==> src/rtl/clkdiv_prog.sv <==
// clkdiv_prog: NUM_CH programmable clock-enable tick generators with shadowed ratio reload and sync.
// Optional divided square-wave outputs on clk_out when CLKDIV_PROG_TOGGLE_EN is defined.
module clkdiv_prog #(
  parameter int                          NUM_CH   = 3,
  parameter int                          DIV_W    = 8,
  parameter logic [NUM_CH*DIV_W-1:0]     DIV_INIT = {8'd8, 8'd4, 8'd1},
  localparam int                         SEL_W    = (NUM_CH > 1) ? $clog2(NUM_CH) : 1
) (
  input  logic              clk,
  input  logic              arst,
  input  logic              div_wr,
  input  logic [SEL_W-1:0]  div_sel,
  input  logic [DIV_W-1:0]  div_data,
  input  logic              sync,
  output logic [NUM_CH-1:0] tick,
  output logic [NUM_CH-1:0] clk_out
);

  localparam logic [SEL_W:0] NUM_CH_L = (SEL_W+1)'(NUM_CH);

  logic w_sel_ok;
  assign w_sel_ok = ({1'b0, div_sel} < NUM_CH_L);

  for (genvar g = 0; g < NUM_CH; g++) begin : g_ch
    logic [DIV_W-1:0] r_shadow;
    logic [DIV_W-1:0] r_act;
    logic [DIV_W-1:0] r_cnt;
    logic             r_tick;
    logic             w_wr_hit;
    logic [DIV_W-1:0] w_shadow_nxt;
    logic             w_act_zero;
    logic             w_at_end;

    assign w_wr_hit     = div_wr & w_sel_ok & (div_sel == SEL_W'(g));
    assign w_shadow_nxt = w_wr_hit ? div_data : r_shadow;
    assign w_act_zero   = (r_act == '0);
    assign w_at_end     = (r_cnt == (r_act - DIV_W'(1)));

    // sync reloads from the merged shadow so a same-cycle write is used from the sync edge
    always_ff @(posedge clk or posedge arst) begin
      if (arst) begin
        r_shadow <= DIV_INIT[g*DIV_W +: DIV_W];
        r_act    <= DIV_INIT[g*DIV_W +: DIV_W];
        r_cnt    <= '0;
        r_tick   <= 1'b0;
      end else begin
        r_shadow <= w_shadow_nxt;
        if (sync) begin
          r_act  <= w_shadow_nxt;
          r_cnt  <= '0;
          r_tick <= 1'b0;
        end else if (w_act_zero) begin
          r_act  <= r_shadow;
          r_cnt  <= '0;
          r_tick <= 1'b0;
        end else if (w_at_end) begin
          r_act  <= r_shadow;
          r_cnt  <= '0;
          r_tick <= 1'b1;
        end else begin
          r_cnt  <= r_cnt + DIV_W'(1);
          r_tick <= 1'b0;
        end
      end
    end

    assign tick[g] = r_tick;

`ifdef CLKDIV_PROG_TOGGLE_EN
    logic r_clk_out;

    always_ff @(posedge clk or posedge arst) begin
      if (arst) begin
        r_clk_out <= 1'b0;
      end else if (!sync && !w_act_zero && w_at_end) begin
        r_clk_out <= ~r_clk_out;
      end
    end

    assign clk_out[g] = r_clk_out;
`else
    assign clk_out[g] = 1'b0;
`endif
  end

endmodule

==> config.mk <==
export PLATFORM = sky130hd
export DESIGN_NAME = clkdiv_prog
export DESIGN_NICKNAME = d
export VERILOG_FILES = /design/src/rtl/clkdiv_prog.sv
export SDC_FILE = /design/constraint.sdc
export NUM_CORES = 1
export LEC_CHECK = 0
export CORE_ASPECT_RATIO = 1.25
export CORE_MARGIN = 3
export CORE_UTILIZATION = 55
export CTS_BUF_LIST = sky130_fd_sc_hd__clkbuf_2 sky130_fd_sc_hd__clkbuf_4 sky130_fd_sc_hd__clkbuf_8
export CTS_CLUSTER_DIAMETER = 80
export DETAILED_ROUTE_END_ITERATION = 12
export PLACE_DENSITY = 0.79
export SYNTH_ARGS = -nofsm -noshare
export SYNTH_HDL_FRONTEND = slang
export SYNTH_SLANG_ARGS = --single-unit
==> constraint.sdc <==
create_clock -name clk -period 4.5 [get_ports clk]
set_clock_uncertainty 0.05 [all_clocks]
set_input_delay 0.9 -clock clk [delete_from_list [all_inputs] [get_ports clk]]
set_output_delay 0.9 -clock clk [all_outputs]
set_load 0.01 [all_outputs]
==> flow_results.org, run 1 <==
** Power
- Of the total power, the share spent switching nets is 0.311.
- Design Power :: 0.00210 W
- Power share of the clock group :: 0.302
- The share of total power dissipated in sequential elements is 0.443.
- In this run the power spent charging and discharging nets is 0.000652 W.
- Leakage power figure :: 2.05 nW
- The internal power of the cells totals 0.00144 W.
- Combinational power share :: 0.255
- Across the VDD grid, the largest voltage drop is 0.331 mV.
- Power spread over the standard cell area amounts to 462 mW/mm².

** Synthesis
- For this run, the number of Yosys warnings is 0.
- Leading register cell type out of synthesis :: sky130_fd_sc_hd__dfrtp_1
- Share of the synthesized area in the top cell type :: 0.424
- A synthesized cell averages 10.8 µm².
- Number of unique standard cell types used by synthesis :: 53
- Synthesized netlist cell count :: 377
- sky130_fd_sc_hd__dfrtp_1 takes more of the synthesized area than any other cell.
- The synthesized design contains 0 enable-type register cells.
- Yosys instantiated no cell more often than sky130_fd_sc_hd__dfrtp_1.
- Top cells by area, synth :: sky130_fd_sc_hd__dfrtp_1 42%, sky130_fd_sc_hd__mux2_2 8.3%, sky130_fd_sc_hd__mux2i_1 6.4%
- Sorting the synthesized cells by how often they occur yields 69 x sky130_fd_sc_hd__dfrtp_1, 36 x sky130_fd_sc_hd__nand2_1, 30 x sky130_fd_sc_hd__mux2_2.
- Synth Register Bits :: 75
- Mapped cell area :: 0.00408 mm²
- In the synthesized netlist the async set-or-reset flop fraction comes to 1.00.
- Post-synthesis sequential area ratio :: 0.462

** CTS
- The H-tree generated during clock tree synthesis spans 3 levels.
- Hold repair after CTS inserted 0 buffers.
- Root buffer cell :: sky130_fd_sc_hd__clkbuf_8
- After clock tree synthesis, the repair step resized 0 gates.
- CTS clk-pin slew, worst paths :: 0.08 ns
- In this run, CTS created clock tree buffers numbering 9.
- Max Root-Sink Buffers :: 2
- TritonCTS built the clock tree.
- Counting every sink on the clock net gives 75.
- The number of setup buffers added after CTS is 0.
- Clock latency on the worst-skew pair :: 0.34 ns

** Global routing
- Number of global-route vias before repair :: 2861
- The initial antenna violation count is 0.
- Leftover overflow at the end of global routing :: 0
- Wire length of the first global-routing pass :: 13500 µm
- Maximum number of pins on one net before global-route repair :: 34
- GRT Resource Usage Total :: 0.198

** Placed design
- During placement, the flow inserted port buffers numbering 16.
- Last weighted congestion value of the routability-driven placer :: 0.839
- Detailed placement finished with a half-perimeter wire length of 5450 µm.

** Timing
- Max-Slew Margin vs Limit :: 0.510
- Final number of setup-violating endpoints :: 0
- The clock period could shrink to 3.03 ns.
- Setup repair after global routing left no endpoint under its margin.
- Dividing the final minimum period by the clock period gives 0.674.
- At the pin with the least slew margin, the transition time is 0.729 ns.
- Fin. Hold Viols :: 0
- The final max-slew violation count is 0.
- Max Fclk :: 330 MHz
- Final TNS setup :: 0 ns

** Worst hold path
- Worst hold path class :: reg2reg

** Setup path
- Cells along the critical path :: or3_1, or4_4, a2111oi_4, nand4_1, nand2b_1, mux2_1
- Setup slack on the worst reg-to-reg path comes out at 1.47 ns.
- In this design, the largest share of critical-path delay is due to simple AND/OR/NAND/NOR gates.
- In this run the worst path has a maximum fanout of 16.
- Worst setup path endpoint :: g_ch[2].r_act[4]
- The worst setup path is launched from a register.
- Setup Crit Path Kind :: reg2reg
- The critical path contains buffers and inverters numbering 0 combined.
- STA puts the critical path data arrival time at 3.20 ns.
- On the critical path, the stage with the largest delay is an instance of sky130_fd_sc_hd__nand2b_1.
- The worst setup path is captured at a register.
- For this run, the slowest stage of the critical path takes 0.54 ns.
- Worst setup path start :: g_ch[2].r_act[2]
- Worst reg2reg startpoint :: g_ch[2].r_act[2]
- CP Depth :: 6
- Number of cells traversed by the worst register-to-register path :: 6
- Critical register-to-register path endpoint :: g_ch[2].r_act[4]
- Req. time, crit path :: 4.67 ns

** Drt
- Final routed DRC violation total :: 0
- Count of antenna-violating nets left after detailed routing :: 0
- For this block, the routed nets add up to 7820 µm of wire.
- Number of vias per cell after detailed routing :: 5.64
- Dividing the detail-routed wire length by the instance count gives 16.0 µm.
- DRC marker count from the first detailed-route iteration :: 135
- Vias :: 2762
- DRT Pass-1 Iters :: 4

** Layout
- Post-layout net count :: 418
- P&R area growth vs syn :: 11.3%
- The layout has 567 filler cells.
- The number of antenna diodes in the final layout is 0.
- Of the cells placed in the final design, the portion with a size suffix greater than 1 is 0.155.

** Status
- The flow ran to the end, and the final reports show no timing, DRC or antenna violations.

** Die
- Number of rows created at floorplan :: 34
- Chip Width :: 83.0 µm
- The core region is 0.00706 mm².
- The initial utilization of the core area, before any placement, comes to 0.577.
- The die is 102 µm tall.
- During I/O placement, the number of pins put on the boundary was 20.
- Area of the die :: 0.00848 mm²

** Flow run
- Max-cap violations in this run came to 0.
## routing by layer
layer | track usage | wire length [µm]
met1 | 0.257 | 3510
met2 | 0.325 | 3870
met3 | 0.0387 | 293
met4 | 0.0855 | 149
met5 | 0 | 0
## placed cells by master (no fill, tap or decap), types with 2 or more instances in the layout
master / count
sky130_fd_sc_hd__nor2_1: 22
sky130_fd_sc_hd__nand3b_1: 2
sky130_fd_sc_hd__clkbuf_8: 10
sky130_fd_sc_hd__nand4_1: 2
sky130_fd_sc_hd__a31oi_1: 4
sky130_fd_sc_hd__nor4b_1: 2
sky130_fd_sc_hd__bufinv_16: 3
sky130_fd_sc_hd__and4_1: 2
sky130_fd_sc_hd__dfrtp_1: 69
sky130_fd_sc_hd__a22o_1: 3
sky130_fd_sc_hd__nand2_1: 36
sky130_fd_sc_hd__nor3_1: 6
sky130_fd_sc_hd__buf_4: 5
sky130_fd_sc_hd__clkdlybuf4s50_1: 16
sky130_fd_sc_hd__a211oi_1: 2
sky130_fd_sc_hd__o311ai_0: 2
sky130_fd_sc_hd__or3_1: 2
sky130_fd_sc_hd__and3_1: 11
sky130_fd_sc_hd__o211ai_1: 2
sky130_fd_sc_hd__inv_1: 16
sky130_fd_sc_hd__nor4_1: 3
sky130_fd_sc_hd__conb_1: 3
sky130_fd_sc_hd__mux2_2: 30
sky130_fd_sc_hd__nand3_1: 17
sky130_fd_sc_hd__xnor2_1: 28
sky130_fd_sc_hd__xor2_1: 19
sky130_fd_sc_hd__nor3b_1: 2
sky130_fd_sc_hd__a21oi_1: 2
sky130_fd_sc_hd__clkinvlp_4: 3
sky130_fd_sc_hd__dfstp_2: 6
sky130_fd_sc_hd__ha_1: 9
sky130_fd_sc_hd__and2_1: 7
sky130_fd_sc_hd__nor2b_1: 4
sky130_fd_sc_hd__o21ai_0: 2
sky130_fd_sc_hd__mux2i_1: 26
sky130_fd_sc_hd__nand2b_1: 2
sky130_fd_sc_hd__mux2_1: 3
## per-stage QoR
step	area (µm²)	hold WS [ns]	instances	util	setup slack [ns]
4_1_cts	4530	0.428	490	0.642	1.47
5_1_grt	4530	0.472	490	0.642	1.33
6_report	4530	0.427	490	0.642	1.47
3_3_place_gp	4280	0.414	474	0.607	1.41
3_5_place_dp	4280	0.412	474	0.607	1.35
2_1_floorplan	4080	0.387	379	-	1.65
## state kept, by name, indices dropped and copies added, names as in the netlist
name	flops
g_ch.r_act	24
g_ch.r_shadow	24
g_ch.r_cnt	24
g_ch.r_tick	3
## power groups by stage
stage | sequential, W | combinational, W | clock [W]
after floorplan | 0.000900 | 0.000444 | 0
after global placement | 0.000935 | 0.000501 | 0
after detailed placement | 0.000940 | 0.000523 | 0
after CTS | 0.000928 | 0.000535 | 0.000641
after global routing | 0.000948 | 0.000598 | 0.000671
final | 0.000929 | 0.000533 | 0.000634
## cells by family after synthesis
group                      after synthesis  synth area share
AOI/OAI and AO/OA                       27            0.0547
other                                    1          0.000920
and+or+nand+nor                        125             0.155
adders and majority gates                9            0.0276
muxes                                   59             0.155
xor gates and xnor gates                47             0.101
DFF                                     75             0.462
buffers and inverters                   34            0.0433
## cell type report
type	instances	area, µm²	area share
flip-flops and latches	75	1880	0.416
well taps	90	113	0.0248
multi-input cells	270	2020	0.446
repair buffers	21	198	0.0436
clock buffers	10	138	0.0304
clock inverters	6	113	0.0248
inverters	18	67.6	0.0149
## worst min-delay path by stage
stage | slack [ns] | startpoint | to | depth (start not counted)
6_report | 0.43 | g_ch[2].r_shadow[3] | g_ch[2].r_shadow[3] | 2
5_1_grt | 0.47 | g_ch[2].r_shadow[3] | g_ch[2].r_shadow[3] | 2
4_1_cts | 0.43 | g_ch[2].r_shadow[3] | g_ch[2].r_shadow[3] | 2
3_5_place_dp | 0.41 | g_ch[2].r_shadow[3] | g_ch[2].r_shadow[3] | 2
3_3_place_gp | 0.41 | g_ch[2].r_shadow[3] | g_ch[2].r_shadow[3] | 2
2_1_floorplan | 0.39 | g_ch[2].r_shadow[3] | g_ch[2].r_shadow[3] | 2
## worst reg2reg max path: stages (launching register included)
cell and delay, ns:
sky130_fd_sc_hd__dfrtp_1 0.46, sky130_fd_sc_hd__or3_1 0.42, sky130_fd_sc_hd__or4_4 0.50, sky130_fd_sc_hd__a2111oi_4 0.37, sky130_fd_sc_hd__nand4_1 0.17, sky130_fd_sc_hd__nand2b_1 0.54, sky130_fd_sc_hd__mux2_1 0.40
Power figures use the tool's default switching activity.
==> run 2, diff against run 1 <==
PLACE_DENSITY = 0.82   (was 0.79)
clock period = 2.6 ns   (was 4.5 ns; I/O delays follow)
==> flow_results.org, run 2 (synthesis gave the netlist of run 1 again) <==
** Timing
- Hold timing on the final database bottoms out at a slack of 0.410 ns.
- Setup repair after global routing left no endpoint under its margin.
- The number of failing hold endpoints at the final stage is 0.
- Counting I/O delays and the setup requirement, the final critical path takes 2.48 ns.
- In the finished design, the share of the clock period the worst path needs comes to 0.954.
- Max-slew violation count :: 0
- Final number of setup-violating endpoints :: 0
- Max Fclk :: 403 MHz
- Final TNS setup :: 0 ns

** Die
- The die is 83.0 µm wide.
- Number of rows created at floorplan :: 34
- For this configuration, the core starts out at a cell density of 0.577.
- Area of the die :: 0.00848 mm²
- Die Height :: 102 µm
- 20 I/O pins were placed.
- Area of the core :: 0.00706 mm²

** Global routing
- Number of global-route vias before repair :: 2816
- Wire length of the first global-routing pass :: 13400 µm
- Entering global routing, the biggest net connects 76 pins.
- For this run, the total global-route usage over all layers was measured as 0.197.
- Global routing finished with a remaining overflow of 0.
- The initial antenna violation count is 0.

** CTS
- The root buffer cell chosen for the clock tree is sky130_fd_sc_hd__clkbuf_8.
- Clock-pin slew was measured on the worst setup and hold paths at 0.08 ns.
- Max Root-Sink Buffers :: 2
- Clock tree synthesis inserted a total of 9 buffers.
- The later pin in the worst-skew pair is clocked with a latency of 0.35 ns.
- The H-tree was split into 3 levels.
- CTS tree :: yes
- The clock drives 75 sinks.

** Power
- In this run the static leakage power is 2.12 nW.
- Of the total power, the share spent switching nets is 0.325.
- Combinational power share :: 0.283
- Summed over all nets, the switching power comes to 0.00113 W.
- P_int :: 0.00235 W
- Worst vdd rail ir drop :: 0.476 mV
- The share of total power dissipated in the clock network is 0.259.
- The share of total power dissipated in sequential elements is 0.458.
- For this design the ratio of total power to cell area is 754 mW/mm².

** Setup path
- Setup Crit Path Kind :: reg2reg
- STA classifies the critical path endpoint as a register.
- Number of cells traversed by the worst register-to-register path :: 8
- STA classifies the critical path startpoint as a register.
- Largest fanout on the critical path :: 6
- The endpoint identified for the worst register-to-register timing path is g_ch[2].r_act[4].
- Worst setup path start :: g_ch[2].r_act[0]
- The worst register-to-register path has a setup slack of 0.12 ns.
- The most critical setup path has its endpoint at g_ch[2].r_act[4].
- Signal arrival time at the worst endpoint :: 2.66 ns
- Worst reg2reg startpoint :: g_ch[2].r_act[0]
- STA puts the critical path data required time at 2.78 ns.

** Drt
- Final routed DRC violation total :: 0
- Count of antenna-violating nets left after detailed routing :: 0
- Routed WL :: 7610 µm
- In this run, the number of DRC markers left after iteration 0 of detailed routing was 152.
- Post-DR wirelength/cell :: 15.1 µm
- Number of vias per cell after detailed routing :: 5.50
- Vias :: 2773
- The first TritonRoute pass finished after 4 iterations.

** Flow run
- Max-cap violations in this run came to 0.

** Layout
- The top cell types in the final layout, fill and taps aside, are 69 x sky130_fd_sc_hd__dfrtp_1, 35 x sky130_fd_sc_hd__nand2_1, 30 x sky130_fd_sc_hd__mux2_2.
- Registers with the most flip-flops :: g_ch.r_act (24), g_ch.r_cnt (24), g_ch.r_shadow (24)
- Number of filler cells placed in the layout :: 564
- From synthesis to final layout, the design area changed by 13.4%.
- The net count of the finished layout is 432.
- Leaving out fill and tap cells, the most frequent cell in the layout is sky130_fd_sc_hd__dfrtp_1.
- Of the cells placed in the final design, the portion with a size suffix greater than 1 is 0.191.
- Count of inserted antenna diode cells :: 0

** Status
- Run status :: finished clean

** Placed design
- Port buffer count :: 16
- Last weighted congestion value of the routability-driven placer :: 0.822
- Total half-perimeter wirelength after legalization and detailed placement :: 5440 µm

** Worst hold path
- The path class of the tightest hold or removal check is reg2reg.
==> run 2: critical path, cell delays in order, from the launching register on <==
cell	delay, ns
sky130_fd_sc_hd__dfrtp_1	0.48
sky130_fd_sc_hd__inv_1	0.12
sky130_fd_sc_hd__ha_1	0.27
sky130_fd_sc_hd__nor2b_1	0.15
sky130_fd_sc_hd__or3_1	0.34
sky130_fd_sc_hd__a31oi_1	0.26
sky130_fd_sc_hd__nand4_1	0.21
sky130_fd_sc_hd__nand2b_4	0.16
sky130_fd_sc_hd__mux2_1	0.33
==> run 2: layer usage <==
metal	routed length (µm)	vias to the layer above	GRT usage
li1	-	1361	-
met4	182	0	0.104
met2	3680	40	0.313
met5	0	-	0
met1	3560	1357	0.261
met3	183	15	0.0339
==> run 2: power by group through the flow <==
stage | sequential [W] | clock (W) | combinational (W)
after CTS | 0.00159 | 0.000920 | 0.000985
after global routing | 0.00162 | 0.000971 | 0.00111
after global placement | 0.00160 | 0 | 0.000937
after floorplan | 0.00156 | 0 | 0.000768
final | 0.00159 | 0.000902 | 0.000987
after detailed placement | 0.00161 | 0 | 0.000975
==> run 2: timing repair <==
item	CTS	global route
buffers inserted	0	2
endpoints found under the setup margin	0	45
hold buffers	0	0
gates resized for setup	0	3
==> run 2: worst min-delay path by stage <==
stage / startpoint / endpoint / cells past startpoint
finish: g_ch[2].r_shadow[3] / g_ch[2].r_shadow[3] / 2
global route: g_ch[2].r_shadow[3] / g_ch[2].r_shadow[3] / 2
CTS: g_ch[2].r_shadow[3] / g_ch[2].r_shadow[3] / 2
detailed placement: g_ch[2].r_shadow[3] / g_ch[2].r_shadow[3] / 2
global placement: g_ch[2].r_shadow[3] / g_ch[2].r_shadow[3] / 2
floorplan: g_ch[2].r_shadow[3] / g_ch[2].r_shadow[3] / 2
==> run 2: cell type report <==
type                       instances  area [µm²]  share of cell area
multi-input combinational        270        2040               0.441
sequential                        75        1880               0.408
timing repair buffer              35         315              0.0682
clock buffer                      10         138              0.0298
tap                               90         113              0.0244
inverter                          18        67.6              0.0146
clock inverter                     6        65.1              0.0141
==> run 2: per-stage QoR <==
step                cells  instance area, µm²  total power, W   util  setup slack, ns
detailed placement    486                4390         0.00259  0.621           0.0869
CTS                   502                4590         0.00350  0.650           0.0537
global route          504                4620         0.00371  0.654          0.00453
finish                504                4620         0.00348  0.654            0.118
global placement      486                4390         0.00254  0.621            0.147
floorplan             379                4080         0.00233      -            0.107
